## src/rtl/var_shift_tx.sv

```systemverilog
// var_shift_tx: parallel-in/serial-out transmitter, MSB- or LSB-first per word, back-to-back capable.
// Optional trailing even-parity bit when VAR_SHIFT_TX_PARITY_EN is defined.
module var_shift_tx #(
   parameter int N  = 32,
   localparam int CW = $clog2(N + 1)
) (
   input  logic         clk,
   input  logic         clr,
   input  logic         load_valid,
   output logic         load_ready,
   input  logic [N-1:0] load_data,
   input  logic         dir,
   output logic         sout,
   output logic         sout_valid,
   output logic         busy,
   output logic         done
);
   typedef enum logic [1:0] {S_IDLE, S_SHIFT, S_PAR} state_t;
   state_t         r_state, w_next;
   logic [N-1:0]   r_sreg;
   logic [CW-1:0]  r_cnt;
   logic           r_ord;
   logic           r_done;
   logic           w_acc;
   logic           w_last_data;
   logic           w_last;
   logic           w_sbit;
   assign w_last_data = (r_state == S_SHIFT) && (r_cnt == CW'(1));
   assign w_sbit      = r_ord ? r_sreg[N-1] : r_sreg[0];
`ifdef VAR_SHIFT_TX_PARITY_EN
   logic r_par;
   assign w_last = (r_state == S_PAR);
   always_ff @(posedge clk or negedge clr)
      if (!clr) r_par <= 1'b0;
      else if (w_acc) r_par <= ^load_data;
   assign sout = (r_state == S_SHIFT) ? w_sbit : (r_state == S_PAR) ? r_par : 1'b0;
`else
   assign w_last = w_last_data;
   assign sout   = (r_state == S_SHIFT) ? w_sbit : 1'b0;
`endif
   assign load_ready = (r_state == S_IDLE) || w_last;
   assign w_acc      = load_valid && load_ready;
   assign sout_valid = (r_state != S_IDLE);
   assign busy       = (r_state != S_IDLE);
   assign done       = r_done;
   always_comb begin
      w_next = r_state;
      if (w_acc) w_next = S_SHIFT;
`ifdef VAR_SHIFT_TX_PARITY_EN
      else if (w_last_data) w_next = S_PAR;
`endif
      else if (w_last) w_next = S_IDLE;
   end
   always_ff @(posedge clk or negedge clr) begin
      if (!clr) begin
         r_state <= S_IDLE;
         r_sreg  <= '0;
         r_cnt   <= '0;
         r_ord   <= 1'b0;
         r_done  <= 1'b0;
      end else begin
         r_state <= w_next;
         r_done  <= w_last;
         if (w_acc) begin
            r_sreg <= load_data;
            r_ord  <= dir;
            r_cnt  <= CW'(N);
         end else if (r_state == S_SHIFT) begin
            r_sreg <= r_ord ? {r_sreg[N-2:0], 1'b0} : {1'b0, r_sreg[N-1:1]};
            r_cnt  <= r_cnt - CW'(1);
         end
      end
   end
   // the counter must only ever reach zero by leaving SHIFT on the last data bit
   a_cnt_no_wrap: assert property (@(posedge clk) disable iff (!clr) (r_state == S_SHIFT) |-> (r_cnt != '0));
endmodule

```

## config.mk

```make
export PLATFORM = sky130hd
export DESIGN_NAME = var_shift_tx
export DESIGN_NICKNAME = d
export VERILOG_FILES = /design/src/rtl/var_shift_tx.sv
export SDC_FILE = /design/constraint.sdc
export NUM_CORES = 1
export LEC_CHECK = 0
export CORE_MARGIN = 10
export CORE_UTILIZATION = 48
export DETAILED_ROUTE_END_ITERATION = 7
export PLACE_DENSITY = 0.86
export SYNTH_ARGS = -nofsm -noshare
export SYNTH_HDL_FRONTEND = slang
export SYNTH_SLANG_ARGS = --single-unit
```

## constraint.sdc

```tcl
create_clock -name clk -period 1.8 [get_ports clk]
set_clock_uncertainty 0.15 [all_clocks]
set_input_delay 0.36 -clock clk [delete_from_list [all_inputs] [get_ports clk]]
set_output_delay 0.36 -clock clk [all_outputs]
set_load 0.02 [all_outputs]
```

# --- Word-level counts from Yosys, hierarchy flattened ---
# Index checks and enable logic that the tools add are counted.
classes:
  n_eq_ne: 2
  n_addsub: 1
  mux: 9
  reduce_logical: 7
ops:
  columns: ["operator", "count"]
  rows:
  - ["32-bit 2-to-1 mux", 3]
  - ["6-bit 2-to-1 mux", 2]
  - ["6-bit by 1-bit equality test with 1-bit output (second input constant)", 1]
  - ["2-bit nonzero test", 3]
  - ["6-bit by 1-bit subtractor with 6-bit output (second input constant)", 1]
  - ["2-bit 2-to-1 mux", 2]
  - ["2-bit by 1-bit equality test with 1-bit output (second input constant)", 1]
  - ["1-bit logical AND", 2]
  - ["2-bit zero test", 1]
  - ["1-bit 2-to-1 mux", 2]
  - ["1-bit logical OR", 1]
word_totals:
  reg_bits: 42
  in_bits: 36
  out_inout_bits: 5
  elab_cells: 24

# --- Longest topological paths before layout ---
# Gate-level depths: netlist of the first run.
depth:
  ltp_word: 5
  mapped_depth: 6
  mapped_depth_nobuf: 5

# --- Worst setup path before layout of the first run ---
# OpenSTA, ideal clock, no wires.
synth_path:
  path_type: "reg2out"
  startpoint: "register r_cnt[2]"
  endpoint: "output port load_ready"
  path_stages_with_launch: 3
  path_slack_ns: -0.143
  arrival_ns: 1.433
  n_path_buf: 0
  cell_sequence: "dfrtp_1 > or3_4 > o21ai_0"
synth_between:
  elab_chain_cells: 3
synth_lines:
  columns: ["element", "line_no", "source"]
  rows:
  - ["from (decl)", "21", "logic [CW-1:0] r_cnt;"]
  - ["from (signal assigned)", "67", "r_cnt <= CW'(N);"]
  - ["from (signal assigned)", "70", "r_cnt <= r_cnt - CW'(1);"]
  - ["6-bit by 1-bit equality test with 1-bit output", "28", "assign w_last_data = (r_state == S_SHIFT) && (r_cnt == CW'(1));"]
  - ["1-bit logical AND", "28", null]
  - ["1-bit logical OR", "41", "assign load_ready = (r_state == S_IDLE) || w_last;"]
  - ["to (decl)", "10", "output logic load_ready,"]
# No other way between the ends.

# --- Worst setup path in the final report of the first run ---
# Same ends and word-level chain as after synthesis.

==> qor.txt, run 1 <==
outcome: finished, violations left
failing checks: negative hold slack, negative setup slack
RSZ-0062 raised after global routing: true
grt ovf: 0
full die area: 8610 um^2
initial antenna violation count: 0
CP max-delay cell: or3_4
drt drc: 0
DRT iter0 DRCs: 128
Min Hold Slack: -31.2 ps
first-pass GRT wire length: 10,800 um
vias per cell: 5.81
Place WS: -279 ps
DR vias: 2,259
crit end category: primary output
Setup CP Type: register to primary output
I/O pins: 41
peak supply drop: 0.564 mV
fin. max-slew vios: 0
Post-DP HPWL: 4280 um
Crit Path Max Fanout: 2
Area Growth Syn to Fin: 30.3%
Arrival @ worst endpoint: 1370 ps
CTS Sinks: 41
vias in the first global route: 2,173
Netlist cell types: 35
total track usage: 15.2%
final total negative setup slack: -895 ps
Mapped Cells: 268
Syn Area/Cell: 9.50 um^2
power density cells: 1290 nW/um^2
FMAX: 532 MHz
TritonCTS clock tree: done
Tightest Pin Transition: 530 ps
P_leak: 1.57 nW
CP cell instances: or3_4 > o21ai_4 > buf_6
IO buf count: 40
CTS Root Cell: clkbuf_8
crit path from: r_cnt[2]$_DFFE_PN0P_
Synth Net Count: 306
post-synthesis sequential area ratio: 40.3%
final worst slack: -81.3 ps
DRT Wirelength: 6790 um
final core utilization: 64.5%
crit path time final: 1880 ps
# setup viols final: 31
max_slew headroom: 64.7%
Die X: 92.8 um
Core ar.: 5140 um^2
Final #Nets: 356
drt wl/cell: 17.4 um
Post-DRT Antenna Nets: 0
cell area after synthesis: 2540 um^2
Worst EP required: 1290 ps
Hold Fails Final Rpt: 41
Tightest Hold Check Type: primary input to asynchronous set/reset pin
htree depth: 2
Worst path max stage delay: 410 ps
clk slew on worst S/H paths: 80 ps
worst r2r src: r_cnt[2]$_DFFE_PN0P_
CP Launch Type: register
Max Cap Viol: 0
Yosys Warn Count: 0
largest net degree at the start of global routing: 42
layout cells sized above 1: 16.9%
Starting Density: 49.5%
ANT cells: 0
row cnt: 26
period utilization: 105%
GPL Wtd Cong: 0.780
Clock Tree Buf Depth: 2
Clock Latency Late Sink: 300 ps
FF+latch count, synth: 41
Die Height: 92.8 um
drt pass-1 iters: 5
CTS buffer count: 5
## report_power, final
group	internal, W	switching, W	total (W)
Clock	0.000269	0.000323	0.000592
Combinational	0.00112	0.00105	0.00217
Sequential	0.00124	0.000290	0.00153
## registers in the layout (all words and copies together) (netlist names)
signal	cells
r_sreg	32
r_cnt	6
done	1
r_ord	1
r_state	1
## worst paths after layout
check	end	slack (ps)	cells after the start
worst max-delay path	load_ready	-80	3
worst min-delay path	r_cnt[4]$_DFFE_PN0P_	-30	2
worst max register to register	r_sreg[8]$_DFFE_PN0P_	-40	5
worst min register to register	r_cnt[4]$_DFFE_PN0P_	440	2
max in group asynchronous	r_state[0]$_DFFE_PN0P_	1150	2
min in group clk	r_cnt[4]$_DFFE_PN0P_	440	2
## worst max-delay path: cells and delay by family (launching register included)
| family | cells | cell delay, ps |
|---|---|---|
| buffers and inverters | 1 | 140 |
| AND/OR/NAND/NOR | 1 | 410 |
| AO/OA/AOI/OAI | 1 | 150 |
| flip-flops | 1 | 380 |
## through the flow
stage / hold WS (ps) / area (um^2) / power (W) / instances
after floorplan: -85.6 / 2550 / 0.00290 / 268
after global placement: 309 / 3140 / 0.00345 / 376
after detailed placement: 315 / 3140 / 0.00353 / 376
after CTS: 0.274 / 3230 / 0.00413 / 385
after global routing: 28.2 / 3320 / 0.00460 / 389
final: -31.2 / 3320 / 0.00429 / 389
## cell usage after synthesis, drive strengths merged
library cell | number | share of area, %
dfrtp | 41 | 40
nand2 | 34 | 5.0
a21oi | 32 | 6.3
mux2i | 31 | 12
nor3 | 31 | 6.1
o221a | 30 | 13
clkbuf | 14 | 2.1
buf | 12 | 3.2
inv | 6 | 0.88
o21ai | 4 | 0.79
nand2b | 3 | 0.74
nor2 | 3 | 0.54
o22ai | 3 | 0.74
a21o | 2 | 0.59
ha | 2 | 0.98
nand3b | 2 | 0.59
nor2b | 2 | 0.49
o21bai | 2 | 0.59
o221ai | 2 | 0.69
a21boi | 1 | 0.30
and2 | 1 | 0.25
mux2 | 1 | 0.44
nand3 | 1 | 0.20
nor3b | 1 | 0.30
nor4b | 1 | 0.34
o22a | 1 | 0.39
o31ai | 1 | 0.30
or3 | 1 | 0.44
or4 | 1 | 0.30
xnor2 | 1 | 0.34
xor2 | 1 | 0.34
## cell usage in the layout, fill, tap and decap left out, types with 4 or more instances in the layout
| master | instances |
|---|---|
| buf_4 | 24 |
| nand2_1 | 34 |
| a21oi_1 | 32 |
| dfrtp_1 | 40 |
| clkdlybuf4s50_1 | 35 |
| buf_12 | 4 |
| inv_1 | 5 |
| o221a_1 | 27 |
| nor3_1 | 31 |
| clkbuf_8 | 5 |
| mux2i_1 | 30 |
## cell families after synthesis
| group | after synthesis | share of synthesized area, % |
|---|---|---|
| adders and majority gates | 2 | 0.983 |
| DFF | 41 | 40.3 |
| xor gates and xnor gates | 2 | 0.688 |
| muxes | 32 | 12.6 |
| AOI/OAI and AO/OA | 78 | 23.9 |
| buffers and inverters | 32 | 6.15 |
| and+or+nand+nor | 81 | 15.3 |
## routing by layer
metal  GRT usage [%]  vias to the layer above  wire length (um)
met5               0                        -                 0
met4            4.63                        0                93
met3            3.95                        6               289
met2            23.6                       63              3370
met1            20.2                     1091              3030
li1                -                     1099                 -
## final cells by class
class,instances,area (um^2)
clock buffers,6,72.6
clock inverters,2,10.0
fillers,427,1820
inverters,6,22.5
multi-input cells,195,1420
flip-flops and latches,41,1030
well taps,70,87.6
repair buffers,69,677
## repair_timing
| action | 4_1_cts | 5_1_grt |
|---|---|---|
| cloned | 0 | 1 |
| resized for setup | 12 | 11 |
| pin swaps | 0 | 2 |
| hold buffers | 0 | 0 |
| endpoints found under the setup margin | 34 | 33 |
| setup buffers | 1 | 3 |
Note: power is estimated with default switching activity, not from simulation.
==> run 2, diff against run 1 <==
--- a/config.mk
+++ b/config.mk
@@ -8,6 +8,7 @@
 export CORE_MARGIN = 10
 export CORE_UTILIZATION = 48
 export DETAILED_ROUTE_END_ITERATION = 7
+export HOLD_SLACK_MARGIN = 0.12
 export PLACE_DENSITY = 0.86
 export SYNTH_ARGS = -nofsm -noshare
 export SYNTH_HDL_FRONTEND = slang
==> run 2 against run 1 <==
Against the previous run:
- the run ends with negative setup slack left
- hold slack better by 470 ps
- utilization up 0.19 points
- maximum frequency about the same
- design area up 0.30%
- count of clock-buffer cells in the layout unchanged
- combinational power about the same
- worst setup slack about the same
- non-clock buffer count up 1
- flip-flop and latch count unchanged
==> qor.txt, run 2 (synthesis results as in run 1) <==
TritonCTS clock tree: done
GPL Wtd Cong: 0.780
Tightest Hold Check Type: register to register
CP Launch Type: register
end point of the critical path: load_ready
period utilization: 104%
largest net degree at the start of global routing: 42
Biggest register: r_sreg
IO buf count: 40
full die area: 8610 um^2
I/O pins: 41
drt wl/cell: 17.4 um
Clock Latency Late Sink: 300 ps
outcome: finished, violations left
Post-DP HPWL: 4280 um
P_leak: 1.57 nW
htree depth: 2
FMAX: 532 MHz
Clock Tree Buf Depth: 2
power density cells: 1290 nW/um^2
Post-DRT Antenna Nets: 0
DRT iter0 DRCs: 152
most frequent cells in the layout: dfrtp_1 (40), clkdlybuf4s50_1 (35), nand2_1 (34), a21oi_1 (32), nor3_1 (31)
CTS Root Cell: clkbuf_8
Starting Density: 49.5%
crit path from: r_cnt[2]$_DFFE_PN0P_
clk slew on worst S/H paths: 80 ps
row cnt: 26
RSZ-0062 raised after global routing: true
worst r2r src: r_cnt[2]$_DFFE_PN0P_
# setup viols final: 31
drt pass-1 iters: 4
Worst EP required: 1290 ps
final worst slack: -80.8 ps
DRT Wirelength: 6800 um
vias in the first global route: 2,173
Tightest Pin Transition: 535 ps
Area Growth Syn to Fin: 30.7%
fin. max-slew vios: 0
initial antenna violation count: 0
Die X: 92.8 um
drt drc: 0
Arrival @ worst endpoint: 1370 ps
layout cells sized above 1: 16.9%
grt ovf: 0
crit end category: primary output
crit path time final: 1880 ps
Setup CP Type: register to primary output
worst reg2reg path endpoint: r_sreg[9]$_DFFE_PN0P_
total track usage: 15.2%
CTS Sinks: 41
Die Height: 92.8 um
Place WS: -279 ps
failing checks: negative setup slack
commonest non-fill, non-tap cell in the layout: dfrtp_1
DR vias: 2,266
first-pass GRT wire length: 10,800 um
setup slack, reg-to-reg: -40 ps
max_slew headroom: 64.3%
vias per cell: 5.81
Crit Path Max Fanout: 2
Largest regs: r_sreg: 32 flops, r_cnt: 6 flops
Final #Nets: 357
r2r worst-path depth: 5
Largest register FFs: 32
peak supply drop: 0.565 mV
Max Cap Viol: 0
Min Hold Slack: 443 ps
Hold Fails Final Rpt: 0
CTS buffer count: 5
Core ar.: 5140 um^2
ANT cells: 0
## run 2: cell count changes in the layout (fill, tap and decap cells not counted)
| cell | before | now |
|---|---|---|
| dlygate4sd3_1 | 0 | 1 |
## run 2: power breakdown
part / leakage, nW / switching (W) / internal, W
registers: 0.547 / 0.000291 / 0.00124
logic: 0.980 / 0.00105 / 0.00112
clock network: 0.0450 / 0.000324 / 0.000269
## run 2: critical path, cell delays in order, from the launching register on
cell,delay [ps]
dfrtp_1,380
or3_4,410
o21ai_4,150
buf_6,140
## run 2: repair_timing
item / 4_1_cts / 5_1_grt
buffers inserted: 1 / 3
setup endpoints to repair: 34 / 33
gates resized for setup: 12 / 11
hold buffers: 1 / 0
cloned: 0 / 1
pin swaps: 0 / 2
hold endpoints to repair: 41 / 0
## run 2: routing by layer
metal  vias to the layer above  GRT usage (%)  part of all wire (%)
met5                         -              0                     0
met4                         0           4.63                   1.4
met3                         7           3.95                   4.9
met2                        76           23.6                    49
met1                      1083           20.2                    44
li1                       1100              -                     -
## run 2: cell type report
| cell class | count | area (um^2) |
|---|---|---|
| Clock buffer | 6 | 72.6 |
| Tap cell | 70 | 87.6 |
| Fill cell | 425 | 1810 |
| Timing Repair Buffer | 70 | 687 |
| Sequential cell | 41 | 1030 |
| Clock inverter | 2 | 10.0 |
| Inverter | 6 | 22.5 |
| Multi-Input combinational cell | 195 | 1420 |
## run 2: through the flow
stage / total power [W] / area, um^2 / instances / util, % / TNS [ps]
5_1_grt: 0.00460 / 3330 / 390 / 64.7 / -2010
3_5_place_dp: 0.00353 / 3140 / 376 / 61.0 / -5920
2_1_floorplan: 0.00290 / 2550 / 268 / - / 0
6_report: 0.00430 / 3330 / 390 / 64.7 / -884
4_1_cts: 0.00413 / 3240 / 386 / 63.1 / -623
3_3_place_gp: 0.00345 / 3140 / 376 / 61.0 / -4540
## run 2: worst min-delay path by stage
stage                              start                     to  slack, ps  cells after the start
global route        r_cnt[4]$_DFFE_PN0P_   r_cnt[4]$_DFFE_PN0P_        450                      2
detailed placement                   clr  r_sreg[3]$_DFFE_PN0P_        310                      2
floorplan                            clr         done$_DFF_PN0_        -90                      0
CTS                 r_cnt[4]$_DFFE_PN0P_   r_cnt[4]$_DFFE_PN0P_        430                      2
finish              r_cnt[4]$_DFFE_PN0P_   r_cnt[4]$_DFFE_PN0P_        440                      2
global placement                     clr  r_sreg[3]$_DFFE_PN0P_        310                      2
